==> config.mk <==
export PLATFORM = sky130hd
export DESIGN_NAME = fifo_write_packer
export DESIGN_NICKNAME = d
export VERILOG_FILES = /design/src/rtl/fifo_write_packer.sv
export SDC_FILE = /design/constraint.sdc
export NUM_CORES = 1
export LEC_CHECK = 0
export BUFFER_PORTS_ARGS = -buffer_cell sky130_fd_sc_hd__buf_4
export CAP_MARGIN = 20
export CORE_UTILIZATION = 51
export CTS_BUF_LIST = sky130_fd_sc_hd__clkbuf_8
export CTS_CLUSTER_DIAMETER = 60
export DETAILED_ROUTE_END_ITERATION = 6
export PLACE_DENSITY = 0.88
export SYNTH_ARGS = -nofsm -noshare
export SYNTH_HDL_FRONTEND = slang
export SYNTH_SLANG_ARGS = --single-unit
==> constraint.sdc <==
create_clock -name write_clk -period 1.6 [get_ports write_clk]
set_input_delay 0.32 -clock write_clk [delete_from_list [all_inputs] [get_ports write_clk]]
set_output_delay 0.32 -clock write_clk [all_outputs]
set_load 0.005 [all_outputs]
==> src/rtl/fifo_write_packer.sv <==
// Write-side packer for the dual-clock FIFO: gathers RATIO narrow beats into one
// wide word that carries lane-occupancy and last-of-frame sideband.
module fifo_write_packer #(
  parameter int unsigned            IN_WIDTH  = 8,
  parameter int unsigned            RATIO     = 4,
  parameter logic [IN_WIDTH-1:0]    PAD_VALUE = '0,
  localparam int unsigned           LANE_W    = $clog2(RATIO),
  localparam int unsigned           OUT_WIDTH = IN_WIDTH * RATIO + LANE_W + 1
) (
  input  logic                 write_clk,
  input  logic                 write_reset_n,
  input  logic                 in_valid,
  output logic                 in_ready,
  input  logic [IN_WIDTH-1:0]  in_data,
  input  logic                 in_last,
  input  logic                 full,
  output logic                 write_en,
  output logic [OUT_WIDTH-1:0] write_data,
  output logic [15:0]          words_written,
  output logic [15:0]          frames_written
);

  typedef logic [RATIO-1:0][IN_WIDTH-1:0] lanes_t;

  lanes_t                lanes_q, lanes_d, lanes_fill;
  logic [LANE_W-1:0]     idx_q, idx_d;
  logic [OUT_WIDTH-1:0]  out_q, out_d;
  logic                  pend_q, pend_d;
  logic [15:0]           words_q, words_d;
  logic [15:0]           frames_q, frames_d;
  logic                  accept;
  logic                  complete;

  // Ready never looks at in_valid/in_last: a slot exists if the output word is empty or draining.
  assign in_ready       = !pend_q || !full;
  assign write_en       = pend_q && !full;
  assign write_data     = out_q;
  assign words_written  = words_q;
  assign frames_written = frames_q;

  assign accept   = in_valid && in_ready;
  assign complete = accept && (in_last || (idx_q == LANE_W'(RATIO - 1)));

  // Lanes above the current index already hold PAD_VALUE, so only the landing lane changes.
  always_comb begin
    lanes_fill         = lanes_q;
    lanes_fill[idx_q]  = in_data;

    lanes_d  = lanes_q;
    idx_d    = idx_q;
    out_d    = out_q;
    pend_d   = pend_q;
    words_d  = words_q;
    frames_d = frames_q;

    if (write_en) begin
      pend_d  = 1'b0;
      words_d = words_q + 16'd1;
      if (out_q[OUT_WIDTH-1]) begin
        frames_d = frames_q + 16'd1;
      end
    end

    // A completing beat may reload the output word on the same edge it drains.
    if (accept) begin
      if (complete) begin
        out_d   = {in_last, idx_q, lanes_fill};
        pend_d  = 1'b1;
        idx_d   = '0;
        lanes_d = {RATIO{PAD_VALUE}};
      end else begin
        lanes_d = lanes_fill;
        idx_d   = idx_q + LANE_W'(1);
      end
    end
  end

  always_ff @(posedge write_clk or negedge write_reset_n) begin
    if (!write_reset_n) begin
      lanes_q  <= {RATIO{PAD_VALUE}};
      idx_q    <= '0;
      out_q    <= '0;
      pend_q   <= 1'b0;
      words_q  <= '0;
      frames_q <= '0;
    end else begin
      lanes_q  <= lanes_d;
      idx_q    <= idx_d;
      out_q    <= out_d;
      pend_q   <= pend_d;
      words_q  <= words_d;
      frames_q <= frames_d;
    end
  end

endmodule
* After elaboration in Yosys (flattened, before gate mapping)
Index checks and enable logic that the tools add are counted.
** Cells by class
- $add $sub $neg :: 3
- Magnitude comparators :: 2
- Equal/unequal tests :: 1
- Mux-type cells :: 8
- Reduce and logical (&&, ||, !) cells :: 10
** Operator list (number)
- $add A16 B1 Y16 const B :: 2
- $bwmux W32 :: 1
- $mux W32 :: 1
- $demux W8 S2 :: 1
- $mux W8 :: 1
- $logic_and A1 B1 Y1 :: 4
- $reduce_and A2 Y1 :: 2
- $lt A2 B3 Y1 const B :: 1
- $mux W1 :: 3
- $add A2 B1 Y2 const B :: 1
- $eq A2 B2 Y1 const B :: 1
- $ge A2 B1 Y1 const B :: 1
- $logic_not A1 Y1 :: 2
- $logic_or A1 B1 Y1 :: 2
- $mux W2 :: 1
** Storage, ports and cells
- Register bits after elaboration :: 102
- Input port bits :: 13
- Output and inout port bits :: 69
- Word-level logic and storage cells :: 33

* Logic depth before layout (Yosys ltp)
- Depth in word-level cells :: 6
- Depth in mapped cells :: 7
- Gate-level depth less buffers :: 5

* Least setup slack after synthesis
No wires, ideal clock.
- Path type :: register to register
- From :: register idx_q[0]
- To :: register lanes_q[16] (netlist bit)
- Library setup time :: 0.067 ns
- Arrival :: 1.641 ns
- Setup slack :: -0.108 ns
- Cell stages (with the launch flop) :: 7
- Buffers on the path :: 2
- Path through :: dfrtp_1 inv_1 ha_1 clkbuf_1 and3_1 clkbuf_1 a22o_1
** Between the ends
- Cells in the longest elaborated chain, start to end :: 6
- Elaborated cells between the ends (all ways) :: 10
- Classes of those cells :: order compare: 2; eq/ne: 1; mux: 4; reduce/logical: 3
** Ends and longest elaborated chain
- start, declared :: line 26 : logic [LANE_W-1:0] idx_q, idx_d;
- start signal, assigned :: line 88 : idx_q <= idx_d;
- $lt A2 B3 Y1 (implied by the code) / $ge A2 B1 Y1 (equally long branches) :: line 47 : lanes_fill[idx_q] = in_data;
- $logic_and A1 B1 Y1 (implied by the code) :: line 47
- $mux W8 (implied by the code) :: line 47
- $demux W8 S2 :: line 47
- $bwmux W32 :: line 47
- $mux W32 * :: line 66 : if (complete) begin
- end signal, assigned :: line 80 : lanes_q <= {RATIO{PAD_VALUE}};
- end signal, assigned :: line 87 : lanes_q <= lanes_d;
- end, declared :: line 25 : lanes_t lanes_q, lanes_d, lanes_fill;
Mark *: on every way between the ends. The rest lies on a longest branch, timed or not.
A chain may end at the register's enable or synchronous reset.

* Worst setup path in the final report
- From :: register idx_q[1]
- To :: register out_q[6] (netlist: write_data[6])
** Between the ends
- Cells in the longest elaborated chain, start to end :: 5
- Elaborated cells between the ends (all ways) :: 10
- Classes of those cells :: order compare: 2; eq/ne: 1; mux: 3; reduce/logical: 4
** Ends and longest elaborated chain
- $lt A2 B3 Y1 (implied by the code) / $ge A2 B1 Y1 (equally long branches) :: line 47
- $logic_and A1 B1 Y1 (implied by the code) :: line 47
- $mux W8 (implied by the code) :: line 47
- $demux W8 S2 :: line 47
- $bwmux W32 :: line 47
- end signal, assigned :: line 89 : out_q <= out_d;
- end, declared :: line 27 : logic [OUT_WIDTH-1:0] out_q, out_d;
Several ways; a longest one is shown, not always the timed one.

==> flow_results.org <==
** Setup path
- Kind of end point of the critical path :: flip-flop
- The most critical setup path has its startpoint at idx_q[1]$_DFFE_PN0P_.
- The endpoint identified for the worst register-to-register timing path is write_data[6]$_DFFE_PN0P_.
- Register-to-register setup slack :: -8 ps
- STA puts the critical path data required time at 1840 ps.
- Crit-path max FO :: 6
- Critical Path Source Type :: flip-flop
- Capturing instance or port of the critical path :: write_data[6]$_DFFE_PN0P_
- The critical path is of the flip-flop to flip-flop type.
- Number of cells traversed by the worst register-to-register path :: 6
- Data on the critical path arrives at its endpoint at 1850 ps.
- The worst register-to-register path begins at idx_q[1]$_DFFE_PN0P_.

** Logic synthesis
- Netlist Area Pre-Place :: 0.00426 sq mm
- Synth async-reset ratio :: 1.00
- By area the synthesized netlist is led by sky130_fd_sc_hd__dfrtp_1, sky130_fd_sc_hd__mux2i_1, sky130_fd_sc_hd__a22o_1, sky130_fd_sc_hd__o21ai_0, sky130_fd_sc_hd__nand2_1.
- Area fraction of the dominant cell type after synthesis :: 0.599
- After synthesis the netlist holds a flip-flop and latch count of 102.
- Average instance area after synthesis :: 11.8 sq um
- Number of enable-type register cells in the synthesized netlist :: 0
- The number of nets handed over by synthesis was 381.
- Cell with the most instances after synthesis :: sky130_fd_sc_hd__dfrtp_1
- Synthesis handed over a netlist of 362 instances.
- The synthesized design spends more area on one cell type than any other, namely sky130_fd_sc_hd__dfrtp_1.
- After synthesis, the most frequently instantiated cells are sky130_fd_sc_hd__dfrtp_1, sky130_fd_sc_hd__nand2_1, sky130_fd_sc_hd__o21ai_0.
- Primary FF master, synth :: sky130_fd_sc_hd__dfrtp_1
- Of the synthesized area, sequential elements account for 0.599.
- After synthesis, the netlist uses 30 different library cells.
- Yosys warning count :: 0

** Placed design
- The count of buffers added on input and output ports is 81.
- Routability-driven placement finished with a final weighted congestion of 0.832.
- Once detailed placement completed, the half-perimeter wirelength came to 6640 microns.
- Placed cell count :: 556

** Timing
- Max-slew headroom :: 0.761
- Period Utilization, post-route :: 1.01
- The count of final max-slew check failures is 0.
- In the post-route analysis, the smallest setup slack over all paths is -8.04 ps.
- Static timing analysis puts the maximum clock frequency at 622 MHz.
- Setup violations remaining at the end of the flow were counted as 1.
- The final count of hold timing violations came to 0.
- Summed over all failing endpoints, the final setup total negative slack is -8.04 ps.
- Hold is met by 233 ps.
- Tightest Pin Transition :: 358 ps
- After layout, the minimum clock period comes to 1610 ps.
- Setup repair after global routing could not meet its margin everywhere.
- Clock Skews :: 10.3 ps

** Detailed routing
- Routed length on met1 :: 4240 microns
- The first TritonRoute pass finished after 5 iterations.
- Max Used Layer :: met4
- Via Count :: 3254
- Post-route antenna net violation count :: 0
- Met2 wire len :: 4820 microns
- Detailed routing placed a total of 772 microns of wire on met3.
- In this run, the number of DRC markers left after iteration 0 of detailed routing was 178.
- After detailed routing, the average wire length per cell comes to 17.4 microns.
- Aggregate routed wire length :: 10200 microns
- Detailed-route vias per instance :: 5.54
- Residual DRC count :: 0

** Finish
- The final layout contains 499 nets.
- Area used by multi-input combinational logic :: 0.00169 sq mm
- Layout area overhead :: 31.8%
- Once layout is complete, the utilization of the core stands at 0.712.
- The finished layout holds 587 standard cells, fillers aside.
- The sequential cells in the finished layout cover a total of 0.00255 sq mm.
- Ratio of cells with drive above 1 in the final layout :: 0.328
- Layout fillers :: 539
- Number of inserted diodes :: 0

** CTS
- Clock-pin slew was measured on the worst setup and hold paths at 100 ps.
- Clock latency on the worst-skew pair :: 350 ps
- CTS placed an instance of sky130_fd_sc_hd__clkbuf_8 at the clock tree root.
- In this run the number of H-tree levels came out at 3.
- Largest buffer count on any clock path :: 2
- In this run, CTS created clock tree buffers numbering 9.
- Number of sinks on the clock net :: 102
- TritonCTS built the clock tree.

** GRT
- Residual overflow from global routing :: 0
- The first global-routing pass estimated 15600 microns of wire.
- The number of antenna violations at the first check in global routing came to 0.
- Largest net degree at the start of global routing :: 53
- Overall Global Routing Usage :: 0.232
- Number of global-route vias before repair :: 3219

** Die
- The initial utilization of the core area, before any placement, comes to 0.540.
- Number of placement rows :: 32
- Placeable core region :: 0.00789 sq mm
- Ports placed on the boundary :: 82
- The die covers 0.00872 sq mm.
- Die span in y :: 93.4 microns
- Width of the chip :: 93.4 microns

** Run
- Across the run, the number of max-cap violations was 0.

** Worst hold path
- The tightest min-delay check is of the input pin to flip-flop type.

** Pwr
- Leakage :: 2.75 nW
- The completed layout was analyzed and its total power is 7.22 mW.
- Across the VDD grid, the largest voltage drop is 0.000769 V.
- For this design the ratio of total power to cell area is 1280 mW/mm^2.

** Outcome
- The final reports fail on negative setup slack.
- The run finished, with violations left.
-- flip-flops by register name, indices dropped and copies added, names as in the netlist --
signal	cells
frames_written	16
idx_q	2
lanes_q	32
pend_q	1
words_written	16
write_data	35
-- layout make-up --
type	instances	share of cell area
clock buffer	9	0.0221
inverter	5	0.00379
multi-input combinational	239	0.301
timing repair buffer	123	0.176
sequential	102	0.455
clock inverter	7	0.0203
tap	102	0.0227
-- logic make-up (layout without fill, tap and decap cells) --
kind of cell	count (synthesis)	count (layout)	synth area share
xor gates and xnor gates	30	30	0.0617
muxes	34	34	0.0805
buffers and inverters	21	144	0.0203
AOI/OAI and AO/OA	65	65	0.0990
and+or+nand+nor	104	104	0.122
DFF	102	102	0.599
adders and majority gates	6	6	0.0176
-- stage by stage --
step	worst slack, ps	area (sq um)
CTS	-125	5430
detailed placement	-115	5160
global route	-72.4	5620
floorplan	8.17	4260
global placement	-42.5	5160
finish	-8.04	5620
-- critical path, stage by stage (launching register included) --
cell and delay, ps:
sky130_fd_sc_hd__dfrtp_1 410, sky130_fd_sc_hd__buf_4 140, sky130_fd_sc_hd__inv_1 130, sky130_fd_sc_hd__ha_2 250, sky130_fd_sc_hd__buf_4 190, sky130_fd_sc_hd__mux2i_1 270, sky130_fd_sc_hd__o21ai_0 100
-- where the power goes --
group | internal [mW] | total (mW) | leakage [nW] | switching (mW)
combinational | 1.08 | 1.97 | 1.27 | 0.894
clock | 1.03 | 1.91 | 0.122 | 0.871
sequential | 3.01 | 3.34 | 1.37 | 0.322
-- layout by cell type (no fill, tap or decap), types with 3 or more instances in the layout --
cell and count:
sky130_fd_sc_hd__o21ai_2 3, sky130_fd_sc_hd__nor2_1 3, sky130_fd_sc_hd__ha_2 5, sky130_fd_sc_hd__and3_1 3, sky130_fd_sc_hd__a22o_1 25, sky130_fd_sc_hd__bufinv_16 3, sky130_fd_sc_hd__xor2_1 11, sky130_fd_sc_hd__nor3_1 7
sky130_fd_sc_hd__clkbuf_8 9, sky130_fd_sc_hd__inv_1 5, sky130_fd_sc_hd__mux2i_1 32, sky130_fd_sc_hd__xnor2_1 19, sky130_fd_sc_hd__buf_4 114, sky130_fd_sc_hd__nand2_1 43, sky130_fd_sc_hd__nand4_1 8, sky130_fd_sc_hd__nand3_1 13
sky130_fd_sc_hd__o21ai_0 36, sky130_fd_sc_hd__and2_1 8, sky130_fd_sc_hd__buf_6 4, sky130_fd_sc_hd__dfrtp_1 102
-- layer usage --
metal,vias up,global-route usage
met3,32,0.0423
met5,-,0
met2,144,0.371
met4,0,0.0962
li1,1502,-
met1,1576,0.313
-- timing repair --
| action | CTS | global route |
|---|---|---|
| buffers inserted | 2 | 11 |
| setup endpoints to repair | 57 | 69 |
| gates resized for setup | 4 | 25 |
| hold endpoints to repair | 22 | 0 |
| cloned | 0 | 2 |
| hold buffers | 1 | 0 |
| pin swaps | 0 | 2 |
-- how the worst min path moves through the flow --
stage | cells after the start | endpoint | slack, ps | startpoint
2_1_floorplan | 0 | frames_written[0]$_DFFE_PN0P_ | 20 | write_reset_n
3_3_place_gp | 1 | words_written[11]$_DFFE_PN0P_ | 240 | write_reset_n
3_5_place_dp | 1 | words_written[11]$_DFFE_PN0P_ | 250 | write_reset_n
4_1_cts | 2 | write_data[34]$_DFFE_PN0P_ | 210 | in_last
5_1_grt | 2 | write_data[34]$_DFFE_PN0P_ | 230 | in_last
6_report | 2 | write_data[34]$_DFFE_PN0P_ | 230 | in_last
Power figures use the tool's default switching activity.
